--- src/rtl/jtag_dma_engine_pkg.sv ---
// jtag_dma_pkg: shared FSM states, buffer geometry and command encodings for the chain-1 DMA path
package jtag_dma_pkg;
  localparam int BUF_WORDS = 256;
  localparam int IDX_W = $clog2(BUF_WORDS) + 1;
  localparam logic CMD_WRITE = 1'b0;
  localparam logic CMD_READ = 1'b1;
  typedef enum logic [2:0] {
    S_IDLE, S_REQUEST, S_BEGIN, S_WRITE_DATA, S_READ_DATA, S_END, S_ABORT
  } dma_state_e;
  function automatic logic [7:0] sat_count(input logic [IDX_W-1:0] n);
    return n > IDX_W'(8'hFF) ? 8'hFF : n[7:0];
  endfunction
endpackage

--- src/rtl/jtag_dma_engine_if.sv ---
// jtag_dma_engine_if: Gecko bus master/slave signal bundle
interface jtag_dma_engine_if;
  logic bus_request, bus_grant, begin_transaction_out;
  logic [31:0] address_data_out, address_data_in;
  logic [3:0] byte_enable_out;
  logic [7:0] burst_size_out;
  logic read_n_write_out, data_valid_out, data_valid_in;
  logic end_transaction_out, end_transaction_in, busy_in, error_in;
  modport master(
    output bus_request, begin_transaction_out, address_data_out, byte_enable_out, burst_size_out,
           read_n_write_out, data_valid_out, end_transaction_out,
    input bus_grant, address_data_in, data_valid_in, end_transaction_in, busy_in, error_in
  );
  modport slave(
    input bus_request, begin_transaction_out, address_data_out, byte_enable_out, burst_size_out,
          read_n_write_out, data_valid_out, end_transaction_out,
    output bus_grant, address_data_in, data_valid_in, end_transaction_in, busy_in, error_in
  );
endinterface

--- src/rtl/jtag_dma_engine_watchdog.sv ---
// dma_watchdog: reloadable down-counter flagging TIMEOUT_CYCLES cycles without bus progress
module dma_watchdog #(
  parameter int TIMEOUT_CYCLES = 1024
) (
  input  logic system_clk,
  input  logic n_reset,
  input  logic enable,
  input  logic progress,
  output logic expired
);
  localparam int W = $clog2(TIMEOUT_CYCLES);
  logic [W-1:0] count;
  assign expired = enable && !progress && count == '0;
  always_ff @(posedge system_clk or negedge n_reset) begin
    if (!n_reset) count <= '0;
    else count <= (!enable || progress) ? W'(TIMEOUT_CYCLES - 1) : count - W'(count != '0);
  end
endmodule

--- src/rtl/jtag_dma_engine.sv ---
// jtag_dma_engine: moves one burst between the DMA-side ping-pong half and the Gecko bus
module jtag_dma_engine
  import jtag_dma_pkg::*;
#(
  parameter int TIMEOUT_CYCLES = 1024
) (
  input  logic        system_clk,
  input  logic        n_reset,
  input  logic [31:0] DMA_address,
  input  logic [3:0]  DMA_byte_enable,
  input  logic [7:0]  DMA_burst_size_IN,
  input  logic        DMA_launch_write,
  input  logic        DMA_launch_read,
  output logic        DMA_busy,
  output logic [7:0]  DMA_block_size_OUT,
  output logic        dma_error,
  output logic [8:0]  pp_address,
  output logic        pp_writeEnable,
  output logic [31:0] pp_dataIn,
  input  logic [31:0] pp_dataOut,
  jtag_dma_engine_if.master bus
);
  dma_state_e state;
  logic [31:0] addr;
  logic [3:0] be;
  logic [7:0] burst;
  logic rnw, granted, wr_accept, rd_beat, last_wr, progress, wd_en, expired, abort;
  logic [IDX_W-1:0] idx;
  assign wr_accept = state == S_WRITE_DATA && !bus.busy_in;
  assign rd_beat = state == S_READ_DATA && bus.data_valid_in && !bus.error_in && idx <= {1'b0, burst};
  assign last_wr = wr_accept && idx == {1'b0, burst};
  assign wd_en = state inside {S_REQUEST, S_BEGIN, S_WRITE_DATA, S_READ_DATA};
  assign progress = (state == S_REQUEST && bus.bus_grant) || wr_accept ||
                    (state == S_READ_DATA && bus.data_valid_in);
  assign abort = expired || (bus.error_in && state inside {S_BEGIN, S_WRITE_DATA, S_READ_DATA});
  dma_watchdog #(.TIMEOUT_CYCLES(TIMEOUT_CYCLES)) u_watchdog (
    .system_clk(system_clk),
    .n_reset(n_reset),
    .enable(wd_en),
    .progress(progress),
    .expired(expired)
  );
  assign DMA_busy = state != S_IDLE;
  assign bus.bus_request = state == S_REQUEST;
  assign bus.begin_transaction_out = state == S_BEGIN;
  assign bus.address_data_out = state == S_BEGIN ? addr : state == S_WRITE_DATA ? pp_dataOut : '0;
  assign bus.byte_enable_out = state == S_BEGIN ? be : '0;
  assign bus.burst_size_out = state == S_BEGIN ? burst : '0;
  assign bus.read_n_write_out = state == S_BEGIN && rnw == CMD_READ;
  assign bus.data_valid_out = state == S_WRITE_DATA;
  assign bus.end_transaction_out = (state == S_END && rnw == CMD_WRITE) || (state == S_ABORT && granted);
  // Prefetch the next word on acceptance so pp_dataOut always holds the beat being presented
  assign pp_address = state == S_WRITE_DATA ? {1'b0, wr_accept ? idx[7:0] + 8'd1 : idx[7:0]} :
                      state == S_READ_DATA ? {1'b0, idx[7:0]} : '0;
  assign pp_writeEnable = rd_beat;
  assign pp_dataIn = rd_beat ? bus.address_data_in : '0;
  always_ff @(posedge system_clk or negedge n_reset) begin
    if (!n_reset) begin
      state <= S_IDLE;
      addr <= '0;
      be <= '0;
      burst <= '0;
      rnw <= CMD_WRITE;
      granted <= 1'b0;
      idx <= '0;
      DMA_block_size_OUT <= '0;
      dma_error <= 1'b0;
    end else if (abort) begin
      state <= S_ABORT;
      dma_error <= 1'b1;
      DMA_block_size_OUT <= rnw == CMD_READ ? sat_count(idx) : 8'h00;
    end else begin
      case (state)
        S_IDLE: if (DMA_launch_write || DMA_launch_read) begin
          state <= S_REQUEST;
          addr <= {DMA_address[31:2], 2'b00};
          be <= DMA_byte_enable;
          burst <= DMA_burst_size_IN;
          rnw <= DMA_launch_write ? CMD_WRITE : CMD_READ;
          dma_error <= 1'b0;
          granted <= 1'b0;
          idx <= '0;
        end
        S_REQUEST: if (bus.bus_grant) begin
          granted <= 1'b1;
          state <= S_BEGIN;
        end
        S_BEGIN: state <= rnw == CMD_READ ? S_READ_DATA : S_WRITE_DATA;
        S_WRITE_DATA: begin
          if (wr_accept) idx <= idx + IDX_W'(1);
          if (last_wr) begin
            state <= S_END;
            DMA_block_size_OUT <= 8'h00;
          end
        end
        S_READ_DATA: begin
          if (rd_beat) idx <= idx + IDX_W'(1);
          if (bus.end_transaction_in) begin
            state <= S_END;
            DMA_block_size_OUT <= sat_count(idx + IDX_W'(rd_beat));
          end
        end
        default: begin
          state <= S_IDLE;
          granted <= 1'b0;
        end
      endcase
    end
  end
endmodule

--- src/flat_wrapper.sv ---
// flat-port wrapper written by rule: the top's interface ports become plain ports
module jtag_dma_engine_flat import jtag_dma_pkg::*;
#(
  parameter int TIMEOUT_CYCLES = 1024
)
  (system_clk, n_reset, DMA_address, DMA_byte_enable, DMA_burst_size_IN, DMA_launch_write, DMA_launch_read, DMA_busy, DMA_block_size_OUT, dma_error, pp_address, pp_writeEnable, pp_dataIn, pp_dataOut, bus_bus_request, bus_begin_transaction_out, bus_address_data_out, bus_byte_enable_out, bus_burst_size_out, bus_read_n_write_out, bus_data_valid_out, bus_end_transaction_out, bus_bus_grant, bus_address_data_in, bus_data_valid_in, bus_end_transaction_in, bus_busy_in, bus_error_in);
  jtag_dma_engine_if bus_i ();
  input  logic system_clk;
  input  logic n_reset;
  input  logic [31:0] DMA_address;
  input  logic [3:0] DMA_byte_enable;
  input  logic [7:0] DMA_burst_size_IN;
  input  logic DMA_launch_write;
  input  logic DMA_launch_read;
  output logic DMA_busy;
  output logic [7:0] DMA_block_size_OUT;
  output logic dma_error;
  output logic [8:0] pp_address;
  output logic pp_writeEnable;
  output logic [31:0] pp_dataIn;
  input  logic [31:0] pp_dataOut;
  output wire logic [$bits(bus_i.bus_request)-1:0] bus_bus_request;
  output wire logic [$bits(bus_i.begin_transaction_out)-1:0] bus_begin_transaction_out;
  output wire logic [$bits(bus_i.address_data_out)-1:0] bus_address_data_out;
  output wire logic [$bits(bus_i.byte_enable_out)-1:0] bus_byte_enable_out;
  output wire logic [$bits(bus_i.burst_size_out)-1:0] bus_burst_size_out;
  output wire logic [$bits(bus_i.read_n_write_out)-1:0] bus_read_n_write_out;
  output wire logic [$bits(bus_i.data_valid_out)-1:0] bus_data_valid_out;
  output wire logic [$bits(bus_i.end_transaction_out)-1:0] bus_end_transaction_out;
  input wire logic [$bits(bus_i.bus_grant)-1:0] bus_bus_grant;
  input wire logic [$bits(bus_i.address_data_in)-1:0] bus_address_data_in;
  input wire logic [$bits(bus_i.data_valid_in)-1:0] bus_data_valid_in;
  input wire logic [$bits(bus_i.end_transaction_in)-1:0] bus_end_transaction_in;
  input wire logic [$bits(bus_i.busy_in)-1:0] bus_busy_in;
  input wire logic [$bits(bus_i.error_in)-1:0] bus_error_in;
  assign bus_bus_request = bus_i.bus_request;
  assign bus_begin_transaction_out = bus_i.begin_transaction_out;
  assign bus_address_data_out = bus_i.address_data_out;
  assign bus_byte_enable_out = bus_i.byte_enable_out;
  assign bus_burst_size_out = bus_i.burst_size_out;
  assign bus_read_n_write_out = bus_i.read_n_write_out;
  assign bus_data_valid_out = bus_i.data_valid_out;
  assign bus_end_transaction_out = bus_i.end_transaction_out;
  assign bus_i.bus_grant = bus_bus_grant;
  assign bus_i.address_data_in = bus_address_data_in;
  assign bus_i.data_valid_in = bus_data_valid_in;
  assign bus_i.end_transaction_in = bus_end_transaction_in;
  assign bus_i.busy_in = bus_busy_in;
  assign bus_i.error_in = bus_error_in;
  jtag_dma_engine #(.TIMEOUT_CYCLES(TIMEOUT_CYCLES)) u_core (.system_clk(system_clk), .n_reset(n_reset), .DMA_address(DMA_address), .DMA_byte_enable(DMA_byte_enable), .DMA_burst_size_IN(DMA_burst_size_IN), .DMA_launch_write(DMA_launch_write), .DMA_launch_read(DMA_launch_read), .DMA_busy(DMA_busy), .DMA_block_size_OUT(DMA_block_size_OUT), .dma_error(dma_error), .pp_address(pp_address), .pp_writeEnable(pp_writeEnable), .pp_dataIn(pp_dataIn), .pp_dataOut(pp_dataOut), .bus(bus_i));
endmodule
--- config.mk ---
export PLATFORM = sky130hd
export DESIGN_NAME = jtag_dma_engine_flat
export DESIGN_NICKNAME = d
export VERILOG_FILES = /design/src/rtl/jtag_dma_engine_pkg.sv /design/src/rtl/jtag_dma_engine_if.sv /design/src/rtl/jtag_dma_engine_watchdog.sv /design/src/rtl/jtag_dma_engine.sv /design/src/flat_wrapper.sv
export SDC_FILE = /design/constraint.sdc
export NUM_CORES = 1
export LEC_CHECK = 0
export CAP_MARGIN = 20
export CORE_MARGIN = 2
export CORE_UTILIZATION = 40
export CTS_CLUSTER_DIAMETER = 150
export CTS_CLUSTER_SIZE = 8
export DETAILED_ROUTE_END_ITERATION = 12
export GPL_TIMING_DRIVEN = 0
export PLACE_DENSITY_LB_ADDON = 0.1
export SLEW_MARGIN = 5
export SYNTH_ARGS = -nofsm -noshare
export SYNTH_HDL_FRONTEND = slang
export SYNTH_SLANG_ARGS = --single-unit
--- constraint.sdc ---
create_clock -name system_clk -period 4.06 [get_ports system_clk]
set_input_delay 0.812 -clock system_clk [delete_from_list [all_inputs] [get_ports system_clk]]
set_output_delay 0.812 -clock system_clk [all_outputs]
set_load 0.02 [all_outputs]
==> metrics.md, run 1 <==
| Metric | Value |
|---|---|
| Clock Skews | `0.007492 ns` |
| CP cell instances | `clkdlybuf4s50_1 > nand3_1 > nor2_1 > a21oi_1 > nor2_2 > clkbuf_4 > and2_1 > clkdlybuf4s50_1` |
| Area growth syn-to-layout | `57.24%` |
| WL/cell | `16.28 um` |
| Mapped Area | `4621 um2` |
| Drt drc | `0` |
| Post-DRT Antenna Nets | `0` |
| Die X | `111.5 um` |
| Period utilisation layout | `95.26%` |
| Final Non-Filler Cells | `865` |
| Final min period | `3.868 ns` |
| Ant. Diodes | `0` |
| Top post-synthesis cells by area | `dfrtp_1 (41%), mux2_2 (8.5%), a22o_1 (5.9%)` |
| Worst VDD drop | `0.3301 mV` |
| Initial antenna violation count | `0` |
| Worst path max stage delay | `0.61 ns` |
| Power Density | `582.6 nW/um2` |
| Post-detail-place hpwl | `11.33 mm` |
| Highest-delay cell along the critical path | `clkdlybuf4s50_1` |
| Die height | `111.5 um` |
| Vias per std cell | `5.317` |
| CP Data Required Time | `3.25 ns` |
| CP Data Arrival Time | `3.06 ns` |
| RD Place Congestion | `0.8890` |
| Hold Fails Final Rpt | `0` |
| Max_slew headroom | `46.26%` |
| Initial DRT Pass Iterations | `5` |
| CP most frequent cell | `clkdlybuf4s50_1` |
| First-pass GRT wire length | `22.85 mm` |
| Max cap viols | `0` |
| Crit Path Category | `in2out` |
| Reg clk slew, reported paths | `0.06 ns` |
| CTS tree | `built` |
| Core outline area | `11,370 um2` |
| Register area share after synthesis | `40.62%` |
| Tot GR Track Use | `22.68%` |
| Minimum hold slack | `0.4174 ns` |
| Initial Utilization | `40.64%` |
| CP startpoint kind | `input port` |
| Clk buf depth | `2` |
| Ys async rst share | `100.0%` |
| Cells after synthesis | `489` |
| Root Buffer Master | `clkbuf_16` |
| Vias | `4,599` |
| Syn Area/Cell | `9.449 um2` |
| Max-slew violation count | `0` |
| Final wirelength | `14.08 mm` |
| Crit-path max FO | `10` |
| Endpoints failing setup | `0` |
| Worst skew pair latency | `0.33 ns` |
| FF+latch count, synth | `75` |
| Setup crit end kind | `primary output` |
| Status | `finished clean` |
| Min-delay worst type | `in2async` |
| Row Count | `39` |
| Dpl cells | `847` |
| Cts hold-fix bufs | `0` |
| Fraction of layout cells with a size suffix above 1 | `12.60%` |
| # nets final | `848` |
| Top-area cell type share of the netlist area | `40.62%` |
| Setup TNS | `0 ns` |
| Measured slew at the worst slew-check pin | `0.8061 ns` |
| Top FF cell, synth | `dfrtp_1` |
| Largest net degree at the start of global routing | `45` |
| Synth area leader | `dfrtp_1` |
| Placed cell area | `6967 um2` |
| Unique cell type count in the Yosys netlist | `56` |
| DR iter-0 viols | `211` |
| Vias in the first global route | `4,672` |
| H-tree Lvls | `3` |
| Clock Sinks | `75` |
| Fmax | `258.6 MHz` |
| PortBufs | `214` |
| Top-count cell post-synth | `dfrtp_1` |
| Syn_nets | `620` |
| Cts bufs inserted | `9` |
| Design area | `7266 um2` |
| Leading cell types by count after synthesis | `dfrtp_1 (75), nand2_1 (42), and2_1 (41), o21ai_0 (40), mux2_2 (35)` |
| Yosys warnings | `0` |
| Number of synthesized flops with an enable pin | `0` |
| Leakage power | `0.002938 uW` |
| R2R Setup Slk | `0.69 ns` |
| Grt total ovfl | `0` |
| I/O Pins | `218` |
| Die area | `12,430 um2` |
## layer usage
layer	GRT usage (%)	vias up	part of all wire, %
li1	-	2208	-
met1	25.48	2187	38
met2	40.57	187	51
met3	6.968	17	8.5
met4	8.313	0	2.0
met5	0	-	0
## through the flow
| step | total power (uW) | util, % | worst slack [ns] |
|---|---|---|---|
| finish | 4233 | 63.90 | 0.1923 |
| CTS | 4268 | 63.66 | 0.001832 |
| global route | 4528 | 63.90 | -0.03302 |
| global placement | 3454 | 61.05 | -0.6332 |
| floorplan | 2650 | - | 0.8965 |
| detailed placement | 3521 | 61.27 | -0.2082 |
## worst max-delay path, delay by kind of cell
| kind | cells | cell delay (ns) |
|---|---|---|
| AO/OA/AOI/OAI | 1 | 0.11 |
| buffers and inverters | 3 | 1.38 |
| AND/OR/NAND/NOR | 4 | 0.75 |
## sequential cells by signal (all words and copies together) (netlist names)
name	flops
u_core.burst	8
u_core.u_watchdog.count	10
u_core.DMA_block_size_OUT	8
u_core.dma_error	1
u_core.idx	9
u_core.be	4
u_core.addr	30
u_core.rnw	1
u_core.state	3
u_core.granted	1
## where the power goes
group / internal, uW / switching (uW) / total [uW]
logic: 1090 / 1190 / 2270
clock network: 433 / 292 / 725
registers: 1060 / 179 / 1240
## final cells by class
type	count	area (um2)
clock inverters	1	8.758
inverters	16	60.06
fillers	964	4104
plain buffers	33	177.7
multi-input cells	365	2520
clock buffers	15	257.7
well taps	143	178.9
repair buffers	217	2185
flip-flops and latches	75	1878
## cell families after synthesis
kind of cell,share of synthesized area (%)
compound gates,20.66
fa+ha+maj,3.791
simple gates,19.06
flops,40.62
xor+xnor,2.085
mux,8.746
other cells,0.08116
buf+inv,4.955
## layout by cell type, fill, tap and decap left out, types with 3 or more instances in the layout
| cell type | synthesis | final |
|---|---|---|
| o21ai_2 | 4 | 4 |
| nor2_1 | 31 | 29 |
| and2_1 | 41 | 41 |
| buf_4 | 2 | 6 |
| dfrtp_1 | 75 | 74 |
| buf_1 | 4 | 4 |
| mux2_2 | 35 | 35 |
| o21ai_0 | 40 | 40 |
| clkbuf_1 | 15 | 17 |
| ha_1 | 14 | 14 |
| nand2b_1 | 5 | 5 |
| o21ai_1 | 4 | 4 |
| nand2_1 | 42 | 42 |
| xnor2_1 | 8 | 8 |
| o31ai_1 | 11 | 11 |
| clkbuf_16 | 0 | 9 |
| clkdlybuf4s50_1 | 0 | 212 |
| buf_2 | 9 | 9 |
| a31oi_1 | 7 | 7 |
| a22o_1 | 31 | 31 |
| inv_1 | 15 | 15 |
| nand3_1 | 8 | 8 |
| or2_2 | 3 | 3 |
| nor3b_1 | 3 | 3 |
| o31ai_2 | 4 | 4 |
| xor2_1 | 3 | 3 |
| or3_1 | 4 | 4 |
| nor2b_1 | 5 | 5 |
| o21a_1 | 3 | 3 |
| and3_1 | 6 | 6 |
| nor3_1 | 15 | 15 |
| a21oi_1 | 9 | 9 |
## path summary, 6_finish.rpt
path | startpoint | to | cells after the start
setup / recovery | bus_data_valid_in | pp_dataIn[3] | 8
hold / removal | n_reset | u_core.DMA_block_size_OUT[7] | 1
setup reg to reg | u_core.idx[2] | u_core.DMA_block_size_OUT[5] | 14
hold reg to reg | u_core.be[0] | u_core.be[0] | 1
max in group asynchronous | n_reset | u_core.idx[0] | 2
min in group system_clk | u_core.be[0] | u_core.be[0] | 1
## repair_timing
item                       CTS  global route
hold endpoints to repair     0             0
setup endpoints to repair   30            40
buffers inserted             0             2
resized for setup            3            10
pin swaps                    0             1
No activity file was read; power rests on OpenSTA's default activity.
==> inputs of run 2 (changes only) <==
--- a/config.mk
+++ b/config.mk
@@ -6,7 +6,6 @@
 export NUM_CORES = 1
 export LEC_CHECK = 0
 export CAP_MARGIN = 20
-export CORE_MARGIN = 2
 export CORE_UTILIZATION = 40
 export CTS_CLUSTER_DIAMETER = 150
 export CTS_CLUSTER_SIZE = 8
==> metrics.md, run 2 (synthesized netlist as in run 1, its figures left out) <==
| Metric | Value |
|---|---|
| R2R Setup Slk | `0.60 ns` |
| Fmax | `260.9 MHz` |
| Row Count | `38` |
| DR iter-0 viols | `194` |
| CP startpoint kind | `input port` |
| Post-detail-place hpwl | `11.00 mm` |
| Min setup slack post-route | `0.2277 ns` |
| Largest net degree at the start of global routing | `53` |
| Final Non-Filler Cells | `858` |
| Max-slew violation count | `0` |
| CP most frequent cell | `clkdlybuf4s50_1` |
| First-pass GRT wire length | `22.52 mm` |
| Vias in the first global route | `4,492` |
| Highest-delay cell along the critical path | `clkdlybuf4s50_1` |
| Max_slew headroom | `44.92%` |
| Worst VDD drop | `0.3324 mV` |
| Most common cell after layout, fill and taps aside | `clkdlybuf4s50_1` |
| Post-DRT Antenna Nets | `0` |
| CTS tree | `built` |
| Initial Utilization | `41.89%` |
| Fraction of layout cells with a size suffix above 1 | `12.81%` |
| Fin util | `65.64%` |
| Drt drc | `0` |
| Final wirelength | `14.15 mm` |
| Measured slew at the worst slew-check pin | `0.8261 ns` |
| Final min period | `3.832 ns` |
| Leakage power | `0.002906 uW` |
| Initial DRT Pass Iterations | `4` |
| CP Data Required Time | `3.25 ns` |
| Minimum hold slack | `0.3912 ns` |
| Max cap viols | `0` |
| Core outline area | `11,030 um2` |
| Clock Sinks | `75` |
| Initial antenna violation count | `0` |
| CP cell instances | `clkdlybuf4s50_1 > nand3_1 > nor2_1 > a21oi_1 > nor2_2 > clkbuf_2 > and2_1 > clkdlybuf4s50_1` |
| Reg clk slew, reported paths | `0.06 ns` |
| Design area | `7241 um2` |
| Cts bufs inserted | `9` |
| WL/cell | `16.50 um` |
| Clk buf depth | `2` |
| Most flops, register | `u_core.addr` |
| RD Place Congestion | `0.8746` |
| Grt total ovfl | `0` |
| Power Density | `588.2 nW/um2` |
| Endpoints failing setup | `0` |
| Worst r2r src | `u_core.idx[1]` |
| Post-CTS Setup Repair Bufs | `0` |
| FF-to-FF End | `u_core.DMA_block_size_OUT[5]` |
| Crit Path Category | `in2out` |
| Crit-path max FO | `11` |
| Area growth syn-to-layout | `56.70%` |
| Die height | `109.5 um` |
| Clock Skews | `0.005467 ns` |
| Hold Fails Final Rpt | `0` |
| Vias per std cell | `5.307` |
| I/O Pins | `218` |
| Min-delay worst type | `in2async` |
| Period utilisation layout | `94.39%` |
| Setup crit end kind | `primary output` |
| Cts hold-fix bufs | `0` |
| Highest-count cells in the layout ignoring fill and taps | `clkdlybuf4s50_1 (213), dfrtp_1 (74), nand2_1 (42)` |
| Status | `finished clean` |
| Root Buffer Master | `clkbuf_16` |
| Die area | `11,990 um2` |
| Unrepaired setup endpoints after global routing | `no` |
| Dpl cells | `844` |
| Max FFs per register | `30` |
| Biggest regs | `u_core.addr (30), u_core.u_watchdog.count (10), u_core.idx (9)` |
| Ant. Diodes | `0` |
| Worst path max stage delay | `0.59 ns` |
| Tot GR Track Use | `24.57%` |
| Worst skew pair latency | `0.33 ns` |
| PortBufs | `214` |
| Die X | `109.5 um` |
| Dpl ws | `0.006528 ns` |
| Placed cell area | `6963 um2` |
| H-tree Lvls | `3` |
| Reg2Reg Depth | `14` |
| CP Data Arrival Time | `3.02 ns` |
| # nets final | `846` |
| Vias | `4,553` |
run 2: layout make-up:
class / count / area, um2
multi-input combinational: 365 / 2520
tap: 140 / 175.2
clock buffer: 10 / 239.0
inverter: 16 / 60.06
fill: 967 / 3790
clock inverter: 4 / 28.78
timing repair buffer: 215 / 2167
sequential: 75 / 1878
buffer: 33 / 172.7
run 2: routing by layer:
metal	global-route usage, %	part of all wire [%]	vias to the layer above
met5	0	0	-
met4	8.095	1.7	0
met3	7.943	8.5	16
met2	41.82	49	174
met1	29.24	40	2178
li1	-	-	2185
run 2: worst max-delay path by stage:
| stage | startpoint | endpoint | slack [ns] | depth (start not counted) |
|---|---|---|---|---|
| floorplan | u_core.idx[0] | u_core.DMA_block_size_OUT[2] | 0.90 | 15 |
| global placement | n_reset | u_core.addr[18] | -0.53 | 1 |
| detailed placement | bus_error_in | pp_dataIn[22] | 0.007 | 9 |
| CTS | u_core.idx[0] | pp_dataIn[13] | 0.01 | 10 |
| global route | u_core.idx[0] | pp_dataIn[22] | 0.05 | 10 |
| finish | bus_data_valid_in | pp_dataIn[30] | 0.23 | 8 |
run 2: through the flow:
step	setup TNS, ns	total power, uW
6_report	0	4259
5_1_grt	0	4561
4_1_cts	0	4277
3_5_place_dp	0	3517
3_3_place_gp	-39.50	3460
2_1_floorplan	0	2650
run 2: where the power goes:
group          total, uW  leakage (uW)  internal, uW  switching, uW
logic               2280       0.00190          1080           1200
registers           1240      0.000878          1060            182
clock network        739      0.000126           424            315
run 2: critical path: cells and delay by family:
kind	cells	cell delay (ns)
buf+inv	3	1.37
simple gates	4	0.72
compound gates	1	0.11
run 2: repair_timing:
action                     CTS  global route
setup endpoints to repair    9            48
gates resized for setup      1             7
pin swaps                    0             0
==> inputs of run 3 (changes only) <==
--- a/config.mk
+++ b/config.mk
@@ -6,7 +6,7 @@
 export NUM_CORES = 1
 export LEC_CHECK = 0
 export CAP_MARGIN = 20
-export CORE_UTILIZATION = 40
+export CORE_UTILIZATION = 42
 export CTS_CLUSTER_DIAMETER = 150
 export CTS_CLUSTER_SIZE = 8
 export DETAILED_ROUTE_END_ITERATION = 12
==> metrics.md, run 3 (synthesized netlist as in run 1, its figures left out) <==
| Metric | Value |
|---|---|
| Crit-path leading delay family | `buffers and inverters` |
| Fin util | `68.20%` |
| Setup TNS | `0 ns` |
| Min-delay worst type | `in2async` |
| CP Data Required Time | `3.25 ns` |
| Status | `finished clean` |
| Clock Skews | `0.008085 ns` |
| Endpoints failing setup | `0` |
| Drt drc | `0` |
| Fmax | `257.0 MHz` |
| Die height | `106.9 um` |
| Row Count | `37` |
| Ant. Diodes | `0` |
| Design area | `7167 um2` |
| Vias | `4,629` |
| Dpl ws | `-0.1586 ns` |
| Minimum hold slack | `0.3907 ns` |
| Leakage power | `0.003000 uW` |
| RD Place Congestion | `0.9166` |
| Power Density | `562.7 nW/um2` |
| CP most frequent cell | `a21oi_1` |
| Setup crit end kind | `primary output` |
| Cts hold-fix bufs | `0` |
| Measured slew at the worst slew-check pin | `0.7933 ns` |
| Fraction of layout cells with a size suffix above 1 | `12.64%` |
| Crit Path Category | `reg2out` |
| Max cap viols | `0` |
| Worst path max stage delay | `0.61 ns` |
| Period utilisation layout | `95.83%` |
| # nets final | `847` |
| Most common cell after layout, fill and taps aside | `clkdlybuf4s50_1` |
| Clk buf depth | `2` |
| Max FFs per register | `30` |
| Post-detail-place hpwl | `11.16 mm` |
| CP startpoint kind | `flop` |
| I/O Pins | `218` |
| Post-DRT Antenna Nets | `0` |
| Grt total ovfl | `0` |
| Initial antenna violation count | `0` |
| Crit-path max FO | `11` |
| Core outline area | `10,510 um2` |
| Highest-count cells in the layout ignoring fill and taps | `clkdlybuf4s50_1 (206), dfrtp_1 (74), nand2_1 (42)` |
| Biggest regs | `u_core.addr (30), u_core.u_watchdog.count (10), u_core.idx (9)` |
| Unrepaired setup endpoints after global routing | `yes` |
| Initial Utilization | `43.97%` |
| Placed cell area | `6958 um2` |
| CP Data Arrival Time | `3.08 ns` |
| Initial DRT Pass Iterations | `5` |
| Highest-delay cell along the critical path | `clkdlybuf4s50_1` |
| Min setup slack post-route | `0.1694 ns` |
| Die X | `106.9 um` |
| Worst VDD drop | `0.3518 mV` |
| Most flops, register | `u_core.addr` |
| Hold Fails Final Rpt | `0` |
| Vias in the first global route | `4,565` |
| Worst skew pair latency | `0.35 ns` |
| Root Buffer Master | `clkbuf_8` |
| Final wirelength | `14.14 mm` |
| Die area | `11,430 um2` |
| PortBufs | `214` |
| H-tree Lvls | `3` |
| DR iter-0 viols | `244` |
| Clock Sinks | `75` |
| Max-slew violation count | `0` |
| Vias per std cell | `5.408` |
| Reg clk slew, reported paths | `0.08 ns` |
| Area growth syn-to-layout | `55.10%` |
| Max_slew headroom | `47.12%` |
| CP bufs+invs | `2` |
| CTS tree | `built` |
| WL/cell | `16.52 um` |
| Tot GR Track Use | `24.94%` |
| Final min period | `3.891 ns` |
| Cts bufs inserted | `9` |
| CP cell instances | `ha_1 > o211ai_1 > a21oi_1 > o221ai_1 > a21oi_1 > nor2_2 > clkbuf_4 > and2_1 > clkdlybuf4s50_1` |
| Largest net degree at the start of global routing | `46` |
| First-pass GRT wire length | `22.25 mm` |
run 3: cell type report:
class / count / area [um2]
Fill cell: 846 / 3342
Multi-Input combinational cell: 365 / 2520
Timing Repair Buffer: 216 / 2192
Sequential cell: 75 / 1878
Buffer: 33 / 175.2
Tap cell: 136 / 170.2
Clock buffer: 14 / 162.7
Inverter: 16 / 60.06
Clock inverter: 1 / 8.758
run 3: path summary, 6_finish.rpt:
kind,depth (start not counted),slack (ns),to,startpoint
hold / removal,1,0.39,u_core.DMA_block_size_OUT[3],n_reset
max in group asynchronous,2,3.09,u_core.idx[0],n_reset
hold reg to reg,1,0.51,u_core.be[2],u_core.be[2]
setup / recovery,9,0.17,pp_dataIn[27],u_core.idx[2]
min in group system_clk,1,0.51,u_core.be[2],u_core.be[2]
setup reg to reg,14,0.67,u_core.DMA_block_size_OUT[5],u_core.idx[2]
run 3: stage by stage:
stage / power, uW / cells
after floorplan: 2650 / 489
after global placement: 3448 / 839
after detailed placement: 3509 / 840
after CTS: 4050 / 856
after global routing: 4306 / 856
final: 4033 / 856
run 3: where the power goes:
part	internal [uW]	switching [uW]
sequential	1050	178
combinational	1080	1190
clock	255	274
run 3: worst reg2reg max path, cell delays in order, from the launching register on:
cell and delay, ns:
dfrtp_1 0.46, ha_1 0.34, o211ai_1 0.19, a21oi_1 0.06, o221ai_1 0.27, a21oi_1 0.13
nor2_2 0.25, clkbuf_4 0.28, ha_1 0.19, ha_1 0.20, nand2_1 0.07, nor3_1 0.19
xnor2_1 0.29, o21ai_0 0.20, a41oi_2 0.21
run 3: layer usage:
metal  vias up  track usage, %  share of wire (%)
li1       2200               -                  -
met1      2198           28.21                 38
met2       209           44.01                 50
met3        22           7.720                 10
met4         0           9.100                2.0
met5         -               0                  0
run 3: what timing repair did:
| item | in CTS | in global routing |
|---|---|---|
| pin swaps | 1 | 1 |
| hold endpoints to repair | 0 | 0 |
| setup buffers | 1 | 0 |
| resized for setup | 3 | 14 |
| setup endpoints to repair | 30 | 57 |
